### src/rtl/multicycle_control_fsm.sv
// Main control FSM for the multicycle RV32I core: sequences fetch/decode/execute/memory/writeback
// and drives datapath selects, write strobes and the 2-bit ALUOp for ALUControl.
module multicycle_control_fsm (
    input  logic       clk,
    input  logic       reset,
    input  logic [6:0] op,
    input  logic [2:0] funct3,
    input  logic       Zero,
    input  logic       MemReady,
    output logic       PCWrite,
    output logic       AdrSrc,
    output logic       MemWrite,
    output logic       IRWrite,
    output logic       RegWrite,
    output logic [1:0] ResultSrc,
    output logic [1:0] ALUSrcA,
    output logic [1:0] ALUSrcB,
    output logic [1:0] ALUOp,
    output logic       FunctMask,
    output logic [2:0] ImmSrc,
    output logic       Illegal,
    output logic [3:0] State
);

    typedef enum logic [3:0] {
        StFetch    = 4'd0,
        StDecode   = 4'd1,
        StMemAdr   = 4'd2,
        StMemRead  = 4'd3,
        StMemWb    = 4'd4,
        StMemWrite = 4'd5,
        StExecR    = 4'd6,
        StAluWb    = 4'd7,
        StExecI    = 4'd8,
        StJal      = 4'd9,
        StBranch   = 4'd10,
        StLui      = 4'd11,
        StIllegal  = 4'd12
    } state_t;

    localparam logic [6:0] OpLoad   = 7'b0000011;
    localparam logic [6:0] OpStore  = 7'b0100011;
    localparam logic [6:0] OpRType  = 7'b0110011;
    localparam logic [6:0] OpIType  = 7'b0010011;
    localparam logic [6:0] OpJal    = 7'b1101111;
    localparam logic [6:0] OpBranch = 7'b1100011;
    localparam logic [6:0] OpLui    = 7'b0110111;

    // Registered Moore part; the in_* flags enable the few live-input terms.
    typedef struct packed {
        logic       pcwrite;
        logic       adrsrc;
        logic       memwrite;
        logic       regwrite;
        logic [1:0] resultsrc;
        logic [1:0] alusrca;
        logic [1:0] alusrcb;
        logic [1:0] aluop;
        logic       illegal;
        logic       in_fetch;
        logic       in_branch;
        logic       in_execi;
    } ctrl_t;

    state_t state_q, state_d;
    ctrl_t  ctrl_q;

    function automatic ctrl_t decode_ctrl(input state_t s);
        ctrl_t c;
        c = '0;
        case (s)
            StFetch: begin
                c.alusrcb   = 2'b10;
                c.resultsrc = 2'b10;
                c.in_fetch  = 1'b1;
            end
            StDecode: begin
                c.alusrca = 2'b01;
                c.alusrcb = 2'b01;
            end
            StMemAdr: begin
                c.alusrca = 2'b10;
                c.alusrcb = 2'b01;
            end
            StMemRead: c.adrsrc = 1'b1;
            StMemWb: begin
                c.resultsrc = 2'b01;
                c.regwrite  = 1'b1;
            end
            StMemWrite: begin
                c.adrsrc   = 1'b1;
                c.memwrite = 1'b1;
            end
            StExecR: begin
                c.alusrca = 2'b10;
                c.aluop   = 2'b10;
            end
            StAluWb: c.regwrite = 1'b1;
            StExecI: begin
                c.alusrca  = 2'b10;
                c.alusrcb  = 2'b01;
                c.aluop    = 2'b10;
                c.in_execi = 1'b1;
            end
            StJal: begin
                c.alusrca = 2'b01;
                c.alusrcb = 2'b10;
                c.pcwrite = 1'b1;
            end
            StBranch: begin
                c.alusrca   = 2'b10;
                c.aluop     = 2'b01;
                c.in_branch = 1'b1;
            end
            StLui: begin
                c.alusrca = 2'b11;
                c.alusrcb = 2'b01;
            end
            default: c.illegal = 1'b1;
        endcase
        return c;
    endfunction

    always_comb begin
        state_d = state_q;
        case (state_q)
            StFetch:    if (MemReady) state_d = StDecode;
            StDecode: begin
                case (op)
                    OpLoad, OpStore: state_d = StMemAdr;
                    OpRType:         state_d = StExecR;
                    OpIType:         state_d = StExecI;
                    OpJal:           state_d = StJal;
                    OpBranch:        state_d = StBranch;
                    OpLui:           state_d = StLui;
                    default:         state_d = StIllegal;
                endcase
            end
            StMemAdr:   state_d = (op == OpLoad) ? StMemRead : StMemWrite;
            StMemRead:  if (MemReady) state_d = StMemWb;
            StMemWb:    state_d = StFetch;
            StMemWrite: if (MemReady) state_d = StFetch;
            StExecR:    state_d = StAluWb;
            StAluWb:    state_d = StFetch;
            StExecI:    state_d = StAluWb;
            StJal:      state_d = StAluWb;
            StBranch:   state_d = StFetch;
            StLui:      state_d = StAluWb;
            default:    state_d = StIllegal;
        endcase
    end

    always_ff @(posedge clk) begin
        if (reset) begin
            state_q <= StFetch;
            ctrl_q  <= decode_ctrl(StFetch);
        end else begin
            state_q <= state_d;
            ctrl_q  <= decode_ctrl(state_d);
        end
    end

    always_comb begin
        case (op)
            OpStore:  ImmSrc = 3'b001;
            OpBranch: ImmSrc = 3'b010;
            OpJal:    ImmSrc = 3'b011;
            OpLui:    ImmSrc = 3'b100;
            default:  ImmSrc = 3'b000;
        endcase
    end

    // Strobes are killed while reset is high so an abandoned instruction writes nothing.
    assign PCWrite   = ~reset & (ctrl_q.pcwrite | (ctrl_q.in_fetch & MemReady)
                                | (ctrl_q.in_branch & (Zero ^ funct3[0])));
    assign IRWrite   = ~reset & ctrl_q.in_fetch & MemReady;
    assign MemWrite  = ~reset & ctrl_q.memwrite;
    assign RegWrite  = ~reset & ctrl_q.regwrite;
    assign AdrSrc    = ctrl_q.adrsrc;
    assign ResultSrc = ctrl_q.resultsrc;
    assign ALUSrcA   = ctrl_q.alusrca;
    assign ALUSrcB   = ctrl_q.alusrcb;
    assign ALUOp     = ctrl_q.aluop;
    // SRAI is the only immediate op that must keep imm[11:5] as funct7.
    assign FunctMask = ctrl_q.in_execi & (funct3 != 3'b101);
    assign Illegal   = ctrl_q.illegal;
    assign State     = state_q;

endmodule

### config.mk
export PLATFORM = sky130hd
export DESIGN_NAME = multicycle_control_fsm
export DESIGN_NICKNAME = d
export VERILOG_FILES = /design/src/rtl/multicycle_control_fsm.sv
export SDC_FILE = /design/constraint.sdc
export NUM_CORES = 1
export LEC_CHECK = 0
export CELL_PAD_IN_SITES_DETAIL_PLACEMENT = 0
export CELL_PAD_IN_SITES_GLOBAL_PLACEMENT = 1
export CORE_MARGIN = 10
export CORE_UTILIZATION = 36
export CTS_CLUSTER_DIAMETER = 120
export DETAILED_ROUTE_END_ITERATION = 7
export GPL_TIMING_DRIVEN = 0
export PLACE_DENSITY = 0.95
export SLEW_MARGIN = 20
export SYNTH_ARGS = -nofsm -noshare
export SYNTH_HDL_FRONTEND = slang
export SYNTH_SLANG_ARGS = --single-unit
### constraint.sdc
create_clock -name clk -period 3.2 [get_ports clk]
set_clock_uncertainty 0.15 [all_clocks]
set_input_delay 0.64 -clock clk [delete_from_list [all_inputs] [get_ports clk]]
set_output_delay 0.64 -clock clk [all_outputs]
set_load 0.05 [all_outputs]
After elaboration in Yosys (flattened, before gate mapping)
Index checks and enable logic that the tools add are counted.

Multiplexer cells: 19. Reduce and logical (&&, ||, !) cells: 13. Bitwise gates (word level): 12. Eq/ne operators: 30.

Operator list (count): 4-bit by 3-bit == test with 1-bit output, second input constant (8); 4-bit == test, second input constant (8); 4-bit case mux with 7 select lines (1); 4-bit case mux with 6 select lines (1); 7-bit by 6-bit == test with 1-bit output, second input constant (3); 4-bit by 2-bit == test with 1-bit output, second input constant (4); 7-bit == test, second input constant (2); 4-bit two-way mux (3); 2-bit case mux with 2 select lines (3); 3-bit case mux with 4 select lines (1); 12-bit OR reduction (1); 2-bit OR reduction (6); 4-bit OR reduction (3); 1-bit bitwise AND (8); 4-bit by 1-bit == test with 1-bit output, second input constant (2); 4-bit zero test (2); 1-bit two-way mux (8); 7-bit by 2-bit == test with 1-bit output, second input constant (1); 7-bit by 5-bit == test with 1-bit output, second input constant (1); 2-bit case mux with 3 select lines (1); 3-bit two-way mux (1); 3-bit != test, second input constant (1); 3-bit OR reduction (1); 1-bit OR (2); other kinds (2) (2).

Logic and storage cells: 87. Register bits after elaboration: 20. Output and inout port bits: 22.

Logic depth before layout (Yosys ltp)
Gate-level depths: netlist of the first run.

Word-level depth: 7. Depth in mapped cells: 7. Gate-level depth less buffers: 6.

Worst setup path after synthesis of the first run
OpenSTA, ideal clock, no wires.

Path type: input-to-output. From: input port op[3]. To: output port ImmSrc[0]. Buffers on the path: 1. Cell stages on the path: 3. Data arrival time: 2.429 ns. Path slack: -0.019 ns. Path through: clkbuf_1 or3_1 a211oi_1.

Longest elaborated chain between the ends: 2. Elaborated cells on any way between the ends: 5. Classes of those cells: 4 x eq/ne; 1 x mux.

Ends and longest elaborated chain: start: declaration (RTL line 6) `input logic [6:0] op,`; 7-bit by 6-bit == test with 1-bit output / 7-bit == test (equally long branches) (RTL line 164) `case (op)`; 3-bit case mux with 4 select lines (*) (RTL line 164); end: declaration (RTL line 20) `output logic [2:0] ImmSrc,`.

Every way passes the cells marked *; elsewhere a longest branch is shown, timed or not.

Worst setup path after layout of the first run
Ends and elaborated chain as after synthesis.

==> results of run 1 <==
flip-flops by register name, indices dropped and copies added, names as in the netlist:
name / cells
ctrl_q: 5
ALUSrcB: 2
ALUOp: 2
ALUSrcA: 2
Illegal: 1
AdrSrc: 1
State: 4
ResultSrc: 2
cells by family (layout without fill, tap and decap cells):
logic type / count (synthesis) / count (layout) / share of synthesized area [%]
AND/OR/NAND/NOR: 72 / 72 / 37.6
flip-flops: 19 / 19 / 32.0
buffers and inverters: 17 / 55 / 9.16
AO/OA/AOI/OAI: 24 / 24 / 16.2
multiplexers: 2 / 2 / 2.10
XOR/XNOR: 4 / 4 / 2.95
critical path: stages:
cell	delay (ns)
sky130_fd_sc_hd__clkdlybuf4s50_1	0.42
sky130_fd_sc_hd__clkbuf_1	0.23
sky130_fd_sc_hd__or3_1	0.43
sky130_fd_sc_hd__a211oi_2	0.21
sky130_fd_sc_hd__clkdlybuf4s15_2	0.40
repair_timing:
item	in CTS	in global routing
endpoints found under the hold margin	0	0
hold buffers	0	0
setup endpoints to repair	6	2
gates resized for setup	7	2
buffers inserted	0	0
area by class of cell:
class | count | area, um2
fill | 301 | 1480
inverter | 2 | 7.51
multi-input combinational | 102 | 704
buffer | 15 | 103
tap | 44 | 55.1
sequential | 19 | 380
timing repair buffer | 34 | 343
clock buffer | 4 | 26.3
cell usage in the layout (no fill, tap or decap), types with 2 or more instances in the layout:
| master | synthesis | final |
|---|---|---|
| sky130_fd_sc_hd__dlygate4sd2_1 | 0 | 3 |
| sky130_fd_sc_hd__nor3b_1 | 2 | 2 |
| sky130_fd_sc_hd__a21oi_1 | 2 | 2 |
| sky130_fd_sc_hd__inv_1 | 2 | 2 |
| sky130_fd_sc_hd__o21ai_0 | 5 | 5 |
| sky130_fd_sc_hd__and3_1 | 5 | 5 |
| sky130_fd_sc_hd__o21a_1 | 2 | 2 |
| sky130_fd_sc_hd__nor3_1 | 5 | 5 |
| sky130_fd_sc_hd__nor2_1 | 14 | 14 |
| sky130_fd_sc_hd__clkdlybuf4s50_1 | 0 | 28 |
| sky130_fd_sc_hd__nand2_1 | 10 | 10 |
| sky130_fd_sc_hd__dlymetal6s2s_1 | 0 | 2 |
| sky130_fd_sc_hd__or2_1 | 2 | 2 |
| sky130_fd_sc_hd__nor4_1 | 3 | 3 |
| sky130_fd_sc_hd__buf_4 | 9 | 9 |
| sky130_fd_sc_hd__nand3b_1 | 4 | 4 |
| sky130_fd_sc_hd__nor2b_1 | 8 | 8 |
| sky130_fd_sc_hd__xor2_1 | 3 | 3 |
| sky130_fd_sc_hd__nand2b_1 | 3 | 3 |
| sky130_fd_sc_hd__clkbuf_1 | 2 | 2 |
| sky130_fd_sc_hd__nor2_4 | 2 | 2 |
| sky130_fd_sc_hd__buf_2 | 3 | 3 |
| sky130_fd_sc_hd__nand3_1 | 2 | 2 |
| sky130_fd_sc_hd__o22ai_1 | 2 | 2 |
| sky130_fd_sc_hd__clkbuf_4 | 0 | 3 |
| sky130_fd_sc_hd__dfxtp_1 | 19 | 19 |
| sky130_fd_sc_hd__a211oi_1 | 3 | 2 |
through the flow:
stage | setup slack [ns] | instance area (um2) | utilization, %
6_report | 0.0842 | 1620 | 52.2
5_1_grt | 0.00555 | 1620 | 52.2
4_1_cts | 0.0520 | 1610 | 52.0
2_1_floorplan | 0.331 | 1190 | -
3_3_place_gp | -0.326 | 1590 | 51.2
3_5_place_dp | -0.357 | 1590 | 51.2
power breakdown:
group          internal (mW)  total, mW  leakage, nW  switching (mW)
Sequential             0.289      0.312        0.155          0.0231
Combinational          0.268      0.693        0.480           0.425
Clock                 0.0487      0.120       0.0150          0.0709
metal layers:
metal	vias up	GRT usage, %	wire length (um)
met5	-	0	0
met4	0	2.92	26
met3	2	2.88	183
li1	568	-	-
met1	502	12.0	1310
met2	26	16.9	1500
final timing paths:
check | to | cells past startpoint
worst min-delay path | Illegal$_SDFF_PP0_ | 3
worst max register to register | ALUOp[1]$_SDFF_PP0_ | 7
worst max-delay path | ImmSrc[0] | 5
worst min register to register | Illegal$_SDFF_PP0_ | 3
==> reports/qor.log, run 1 <==
[status] outcome completed
[global_routing] number of global-route vias before repair 1039
[place] Port-buffer cells 34
[cts] clock latency of the later-clocked register in the worst-skew pair 0.30 ns
[yosys] area fraction of the dominant cell type after synthesis 32.0%
[worst_setup_path] category of the worst setup path capture point output port
[global_routing] gr usage total 9.99%
[route] detailed-route vias per instance 4.99
[cts] buffer depth of the longest clock path 2
[cts] CTS sink cnt 19
[yosys] share of flip-flops with an asynchronous set or reset 0%
[cells_and_area] final antenna diode count 0
[floorplanning] overall die height 77.5 um
[route] routed via count 1098
[sta] post-route minimum period 3.12 ns
[worst_setup_path] Crit path required time 2.41 ns
[sta] RSZ-0062 raised after global routing false
[yosys] post-synthesis sequential area ratio 32.0%
[sta] worst slew margin relative to its limit 65.4%
[cells_and_area] non-filler cells, final 220
[global_routing] first-pass GRT wire length 5.09 mm
[route] # DRC 0
[floorplanning] effective utilization at floorplan 38.3%
[worst_setup_path] Worst setup startpoint op[3]
[yosys] Post-Syn Area per Cell 8.61 um2
[sta] Highest Clock Rate 321 MHz
[sta] setup tns final 0 ns
[yosys] Yosys warning count 0
[sta] Max Transition Viols Final 0
[cts] TritonCTS clock tree yes
[floorplanning] FP Rows 20
[worst_setup_path] critical path startpoint category input pin
[floorplanning] Die Wd 77.5 um
[floorplanning] I/O pins 36
[sta] fin crit share 97.4%
[route] DR pass1 iterations 4
[route] Avg WL per Cell 13.7 um
[yosys] most frequently used cell type in the post-synthesis netlist sky130_fd_sc_hd__dfxtp_1
[yosys] Post-synth EDFFs 0
[cells_and_area] area added between synthesis and finish 36.2%
[power_and_ir_drop] IR drop worst, VDD 0.000273 V
[yosys] main area contributors after synthesis sky130_fd_sc_hd__dfxtp_1, sky130_fd_sc_hd__buf_4, sky130_fd_sc_hd__nor2_1
[cells_and_area] final layout net count 191
[place] cell count after placement 216
[cts] cell chosen for the clock root sky130_fd_sc_hd__clkbuf_4
[global_routing] number of antenna violations at the first check in global routing 0
[yosys] count of mapped cells out of synthesis 138
[global_routing] grt total ovfl 0
[floorplanning] core region area 3100 um2
[yosys] dominant synthesized flop cell sky130_fd_sc_hd__dfxtp_1
[cts] H-tree level count 1
[power_and_ir_drop] LEAKAGE 0.651 nW
[sta] final setup violation count 0
[sta] worst hold slack after final layout 0.741 ns
[yosys] Syn Std Cell Area 1190 um2
[power_and_ir_drop] pwr/cell area 694 nW/um2
[worst_setup_path] R2R Setup Slk 1.07 ns
[run] maximum capacitance violations 0
[worst_setup_path] startpoint of the worst register-to-register path State[0]$_SDFF_PP0_
[global_routing] pin count of the biggest net entering global routing 11
[route] Total Routed Length 3.02 mm
[worst_setup_path] WP data arrival 2.33 ns
[yosys] register bit count reported by yosys 19
[power_and_ir_drop] overall power consumption 1.12 mW
[route] drt initial violations 97
[worst_setup_path] crit path kind input pin to output port
[cts] Clk pin slew, worst setup/hold paths 0.10 ns
[floorplanning] area enclosed by the die boundary 6000 um2
[cells_and_area] share of layout cells above drive strength 1 17.6%
[place] DP Wirelength 2.40 mm
[cts] CTS buffer count 3
[place] routability cong. 0.849
[worst_setup_path] peak fanout along the critical path 10
[sta] actual slew at the worst max-slew pin 0.515 ns
[yosys] Synth area leader sky130_fd_sc_hd__dfxtp_1
[min_path] min-delay src State[3]$_SDFF_PP0_
[sta] number of endpoints with negative hold slack in the final report 0
[min_path] class of the tightest hold or removal check register to register
[route] count of antenna-violating nets left after detailed routing 0
[yosys] Netlist cell types 49
[yosys] most frequent cells after synthesis sky130_fd_sc_hd__dfxtp_1, sky130_fd_sc_hd__nor2_1, sky130_fd_sc_hd__nand2_1
[yosys] net count after synthesis 152
Note: power is estimated with default switching activity, not from simulation.
==> run 2, diff against run 1 <==
==> constraint.sdc (replaced) <==
create_clock -name clk -period 3.2 [get_ports clk]
set_clock_uncertainty 0.15 [all_clocks]
set_input_delay 0.48 -clock clk [delete_from_list [all_inputs] [get_ports clk]]
set_output_delay 0.48 -clock clk [all_outputs]
set_load 0.05 [all_outputs]
==> reports/qor.log, run 2 (synthesis gave the netlist of run 1 again) <==
[status] outcome completed
[worst_setup_path] Reg2Reg Depth 7
[power_and_ir_drop] overall power consumption 1.13 mW
[min_path] class of the tightest hold or removal check input pin to register
[cts] clock latency of the later-clocked register in the worst-skew pair 0.29 ns
[floorplanning] area enclosed by the die boundary 6000 um2
[worst_setup_path] WP data arrival 2.41 ns
[route] Avg WL per Cell 13.6 um
[worst_setup_path] Worst setup startpoint op[3]
[place] DP Wirelength 2.38 mm
[sta] final setup violation count 0
[global_routing] pin count of the biggest net entering global routing 11
[route] count of antenna-violating nets left after detailed routing 0
[cells_and_area] final antenna diode count 0
[cells_and_area] final non-filler cell area 1610 um2
[cells_and_area] non-filler cells, final 220
[floorplanning] overall die height 77.5 um
[global_routing] number of antenna violations at the first check in global routing 0
[cells_and_area] area added between synthesis and finish 35.4%
[min_path] hold depth 5
[route] detailed-route vias per instance 5.03
[cells_and_area] final layout net count 191
[worst_setup_path] critical path startpoint category input pin
[cts] TritonCTS clock tree yes
[sta] actual slew at the worst max-slew pin 0.532 ns
[cells_and_area] fill cell instance count of the final layout 317
[sta] number of endpoints with negative hold slack in the final report 0
[place] pre-CTS worst setup slack -0.0738 ns
[cts] CTS buffer count 3
[sta] RSZ-0062 raised after global routing false
[power_and_ir_drop] LEAKAGE 0.605 nW
[place] cell count after placement 216
[cells_and_area] most common cell after layout, fill and taps aside sky130_fd_sc_hd__clkdlybuf4s50_1
[min_path] min-delay src op[2]
[sta] post-route minimum period 3.04 ns
[sta] setup tns final 0 ns
[floorplanning] effective utilization at floorplan 38.3%
[floorplanning] Die Wd 77.5 um
[run] maximum capacitance violations 0
[cells_and_area] Layout Utilization 51.9%
[floorplanning] core region area 3100 um2
[global_routing] number of global-route vias before repair 1047
[worst_setup_path] crit path kind input pin to output port
[cells_and_area] max reg flops 5
[sta] Max Transition Viols Final 0
[route] routed via count 1107
[place] Port-buffer cells 34
[sta] fin crit share 94.9%
[sta] crit path setup slack, layout 0.164 ns
[worst_setup_path] category of the worst setup path capture point output port
[route] DR pass1 iterations 4
[cts] buffer depth of the longest clock path 2
[place] post-placement cell area 1580 um2
[cells_and_area] share of layout cells above drive strength 1 15.9%
[floorplanning] I/O pins 36
[cts] H-tree level count 1
[worst_setup_path] Crit path required time 2.57 ns
[place] routability cong. 0.846
[cells_and_area] commonest cells after routing, fill and taps aside sky130_fd_sc_hd__clkdlybuf4s50_1, sky130_fd_sc_hd__dfxtp_1, sky130_fd_sc_hd__nor2_1
[sta] Highest Clock Rate 329 MHz
[global_routing] first-pass GRT wire length 5.02 mm
[cts] Clk pin slew, worst setup/hold paths 0.09 ns
[cts] cell chosen for the clock root sky130_fd_sc_hd__clkbuf_4
[global_routing] gr usage total 9.70%
[worst_setup_path] startpoint of the worst register-to-register path State[0]$_SDFF_PP0_
[power_and_ir_drop] IR drop worst, VDD 0.000364 V
[cells_and_area] Reg with most FFs ctrl_q
[route] drt initial violations 43
[sta] worst hold slack after final layout 0.681 ns
[route] # DRC 0
[route] Total Routed Length 2.98 mm
[sta] worst slew margin relative to its limit 64.2%
[floorplanning] FP Rows 20
[power_and_ir_drop] pwr/cell area 700 nW/um2
[worst_setup_path] peak fanout along the critical path 10
[global_routing] grt total ovfl 0
[cts] CTS sink cnt 19
[run 2: worst paths after layout]
check | slack [ns] | endpoint
worst max register to register | 1.03 | ALUOp[1]$_SDFF_PP0_
worst min-delay path | 0.68 | ALUOp[0]$_SDFF_PP0_
worst max-delay path | 0.16 | ImmSrc[1]
worst min register to register | 0.73 | Illegal$_SDFF_PP0_
[run 2: metal layers]
layer,part of all wire (%),track usage (%),vias to the layer above
met5,0,0,-
met4,0.94,2.74,0
met3,4.7,2.76,2
met2,48,16.1,25
met1,46,11.9,516
li1,-,-,564
[run 2: report_power, final]
group | internal [mW] | leakage, nW | switching (mW)
Sequential | 0.289 | 0.155 | 0.0243
Clock | 0.0485 | 0.0150 | 0.0672
Combinational | 0.270 | 0.434 | 0.427
[run 2: layout make-up]
class | instances | area [um2] | area share (%)
Buffer | 15 | 101 | 6.30
Tap cell | 44 | 55.1 | 3.42
Multi-Input combinational cell | 102 | 699 | 43.5
Clock buffer | 4 | 26.3 | 1.63
Inverter | 2 | 7.51 | 0.467
Timing Repair Buffer | 34 | 339 | 21.1
Sequential cell | 19 | 380 | 23.6
[run 2: timing repair]
action	in CTS	in global routing
resized for setup	1	0
endpoints found under the setup margin	1	0
hold buffers	0	0
setup buffers	0	0
[run 2: critical path, stage by stage]
cell and delay, ns:
sky130_fd_sc_hd__clkdlybuf4s50_1 0.47, sky130_fd_sc_hd__clkbuf_1 0.35, sky130_fd_sc_hd__xor2_1 0.12, sky130_fd_sc_hd__nor3_1 0.14, sky130_fd_sc_hd__clkdlybuf4s50_1 0.83
==> run 3, diff against run 2 <==
--- a/config.mk
+++ b/config.mk
@@ -8,11 +8,11 @@
 export CELL_PAD_IN_SITES_DETAIL_PLACEMENT = 0
 export CELL_PAD_IN_SITES_GLOBAL_PLACEMENT = 1
 export CORE_MARGIN = 10
-export CORE_UTILIZATION = 36
+export CORE_UTILIZATION = 34
 export CTS_CLUSTER_DIAMETER = 120
 export DETAILED_ROUTE_END_ITERATION = 7
 export GPL_TIMING_DRIVEN = 0
-export PLACE_DENSITY = 0.95
+export PLACE_DENSITY = 0.91
 export SLEW_MARGIN = 20
 export SYNTH_ARGS = -nofsm -noshare
 export SYNTH_HDL_FRONTEND = slang
==> constraint.sdc (replaced) <==
create_clock -name clk -period 3 [get_ports clk]
set_clock_uncertainty 0.15 [all_clocks]
set_input_delay 0.45 -clock clk [delete_from_list [all_inputs] [get_ports clk]]
set_output_delay 0.45 -clock clk [all_outputs]
set_load 0.05 [all_outputs]
==> reports/qor.log, run 3 (synthesis gave the netlist of run 1 again) <==
[cells_and_area] max reg flops 5
[power_and_ir_drop] overall power consumption 1.20 mW
[worst_setup_path] Crit path required time 2.40 ns
[worst_setup_path] startpoint of the worst register-to-register path State[0]$_SDFF_PP0_
[power_and_ir_drop] Flop pwr share 27.8%
[worst_setup_path] crit-path cells clkdlybuf4s50_1 -> clkbuf_1 -> nor2_1 -> clkdlybuf4s50_1
[worst_setup_path] most used cell along the critical path sky130_fd_sc_hd__clkdlybuf4s50_1
[route] Avg WL per Cell 13.7 um
[cts] CTS sink cnt 19
[worst_setup_path] critical path startpoint category input pin
[floorplanning] core region area 3360 um2
[min_path] class of the tightest hold or removal check input pin to register
[cells_and_area] final layout net count 191
[floorplanning] overall die height 79.1 um
[worst_setup_path] WP data arrival 2.26 ns
[cells_and_area] share of layout cells above drive strength 1 16.5%
[cells_and_area] commonest cells after routing, fill and taps aside sky130_fd_sc_hd__clkdlybuf4s50_1, sky130_fd_sc_hd__dfxtp_1, sky130_fd_sc_hd__nor2_1
[worst_setup_path] category of cells accounting for the largest share of critical-path delay buffers and inverters
[sta] final setup violation count 0
[power_and_ir_drop] power share of the combinational group 61.8%
[cells_and_area] most common cell after layout, fill and taps aside sky130_fd_sc_hd__clkdlybuf4s50_1
[sta] Highest Clock Rate 349 MHz
[cells_and_area] area of combinational cells with multiple inputs 699 um2
[worst_setup_path] capture point of the worst path PCWrite
[run] maximum capacitance violations 0
[route] Total Routed Length 3.04 mm
[global_routing] pin count of the biggest net entering global routing 11
[power_and_ir_drop] LEAKAGE 0.624 nW
[power_and_ir_drop] power spent charging and discharging nets 0.550 mW
[route] drt initial violations 67
[global_routing] number of global-route vias before repair 1111
[global_routing] grt total ovfl 0
[cells_and_area] fill cell instance count of the final layout 344
[floorplanning] Die Wd 79.1 um
[place] routability cong. 0.797
[power_and_ir_drop] Internal Pwr Total 0.647 mW
[route] DR pass1 iterations 4
[sta] actual slew at the worst max-slew pin 0.525 ns
[worst_setup_path] category of the worst setup path capture point output port
[global_routing] gr usage total 9.62%
[worst_setup_path] Buf+Inv Stages, Crit Path 3
[power_and_ir_drop] pwr/cell area 744 nW/um2
[cts] H-tree level count 1
[worst_setup_path] peak fanout along the critical path 10
[worst_setup_path] crit path kind input pin to output port
[worst_setup_path] slowest library cell on the worst path sky130_fd_sc_hd__clkdlybuf4s50_1
[cells_and_area] area added between synthesis and finish 35.4%
[worst_setup_path] Reg2Reg Depth 7
[sta] number of endpoints with negative hold slack in the final report 0
[route] detailed-route vias per instance 5.22
[min_path] min-delay src op[2]
[worst_setup_path] Worst setup startpoint reset
[floorplanning] I/O pins 36
[cts] clock latency of the later-clocked register in the worst-skew pair 0.29 ns
[cts] buffer depth of the longest clock path 2
[power_and_ir_drop] fraction of power spent switching nets 45.9%
[floorplanning] area enclosed by the die boundary 6260 um2
[global_routing] first-pass GRT wire length 5.13 mm
[cells_and_area] final antenna diode count 0
[cells_and_area] Layout Utilization 47.8%
[place] DP Wirelength 2.40 mm
[worst_setup_path] highest cell delay on the worst timing path 0.72 ns
[route] count of antenna-violating nets left after detailed routing 0
[sta] Max Transition Viols Final 0
[floorplanning] effective utilization at floorplan 35.3%
[route] routed via count 1158
[global_routing] number of antenna violations at the first check in global routing 0
[sta] RSZ-0062 raised after global routing false
[cts] Clk pin slew, worst setup/hold paths 0.09 ns
[sta] setup tns final 0 ns
[sta] worst slew margin relative to its limit 64.8%
[power_and_ir_drop] IR drop worst, VDD 0.000449 V
[status] outcome completed
[cells_and_area] sequential standard cell area 380 um2
[cells_and_area] Reg with most FFs ctrl_q
[cts] cell chosen for the clock root sky130_fd_sc_hd__clkbuf_4
[place] Port-buffer cells 34
[worst_setup_path] number of stages on the worst setup path 4
[route] # DRC 0
[floorplanning] FP Rows 21
[cts] buffer count from post-CTS setup fixing 0
[worst_setup_path] Crit Reg-Reg Endpoint ALUOp[1]$_SDFF_PP0_
[sta] post-route minimum period 2.86 ns
[worst_setup_path] R2R Setup Slk 0.84 ns
[sta] fin crit share 95.4%
[power_and_ir_drop] fraction of power consumed by the clock network 10.4%
[cts] CTS buffer count 3
[cts] TritonCTS clock tree yes
==> run 3: cell types whose count changed in the layout (fill, tap and decap cells not counted), sizes merged <==
cell           change
clkdlybuf4s50      -2
clkbuf             +1
dlymetal6s2s       +1
==> run 3: how the worst min path moves through the flow <==
stage	cells after the start	to
detailed placement	3	Illegal$_SDFF_PP0_
floorplan	1	State[2]$_SDFF_PP0_
global placement	3	Illegal$_SDFF_PP0_
finish	5	ALUOp[0]$_SDFF_PP0_
global route	5	ALUOp[0]$_SDFF_PP0_
CTS	5	ALUOp[0]$_SDFF_PP0_
==> run 3: worst reg2reg max path: cells and delay by family (launching register included) <==
family / cells / cell delay [ns]
flip-flops: 1 / 0.36
multiplexers: 1 / 0.30
buffers and inverters: 1 / 0.21
AND/OR/NAND/NOR: 3 / 0.55
AO/OA/AOI/OAI: 2 / 0.50
==> run 3: power by group through the flow <==
stage | Clock, mW | Combinational [mW] | Sequential [mW]
floorplan | 0 | 0.491 | 0.390
global placement | 0 | 0.728 | 0.338
detailed placement | 0 | 0.738 | 0.339
CTS | 0.128 | 0.741 | 0.333
global route | 0.142 | 0.791 | 0.338
finish | 0.124 | 0.740 | 0.333
==> run 3: per-stage QoR <==
stage          instances  area (um2)  setup WS, ns  hold slack (ns)
2_1_floorplan        138        1190         0.161            0.387
3_3_place_gp         218        1590        -0.164            0.708
3_5_place_dp         218        1590        -0.219            0.710
4_1_cts              222        1610        0.0122            0.680
5_1_grt              222        1610        0.0396            0.701
6_report             222        1610         0.138            0.690
==> run 3: what timing repair did <==
action / in CTS / in global routing
hold buffers: 0 / 0
gates resized for setup: 2 / 4
endpoints found under the setup margin: 2 / 2
==> run 3: cell type report <==
| class | instances | share of cell area [%] |
|---|---|---|
| Sequential cell | 19 | 23.6 |
| Tap cell | 46 | 3.58 |
| Clock buffer | 4 | 1.63 |
| Buffer | 15 | 6.30 |
| Multi-Input combinational cell | 102 | 43.5 |
| Inverter | 2 | 0.467 |
| Timing Repair Buffer | 34 | 20.9 |
==> run 3: layer usage <==
layer  wire length, um  vias up  global-route usage [%]
li1                  -      567                       -
met1              1320      553                    10.7
met2              1480       30                    16.3
met3               185        8                    3.72
met4                57        0                    3.41
met5                 0        -                       0
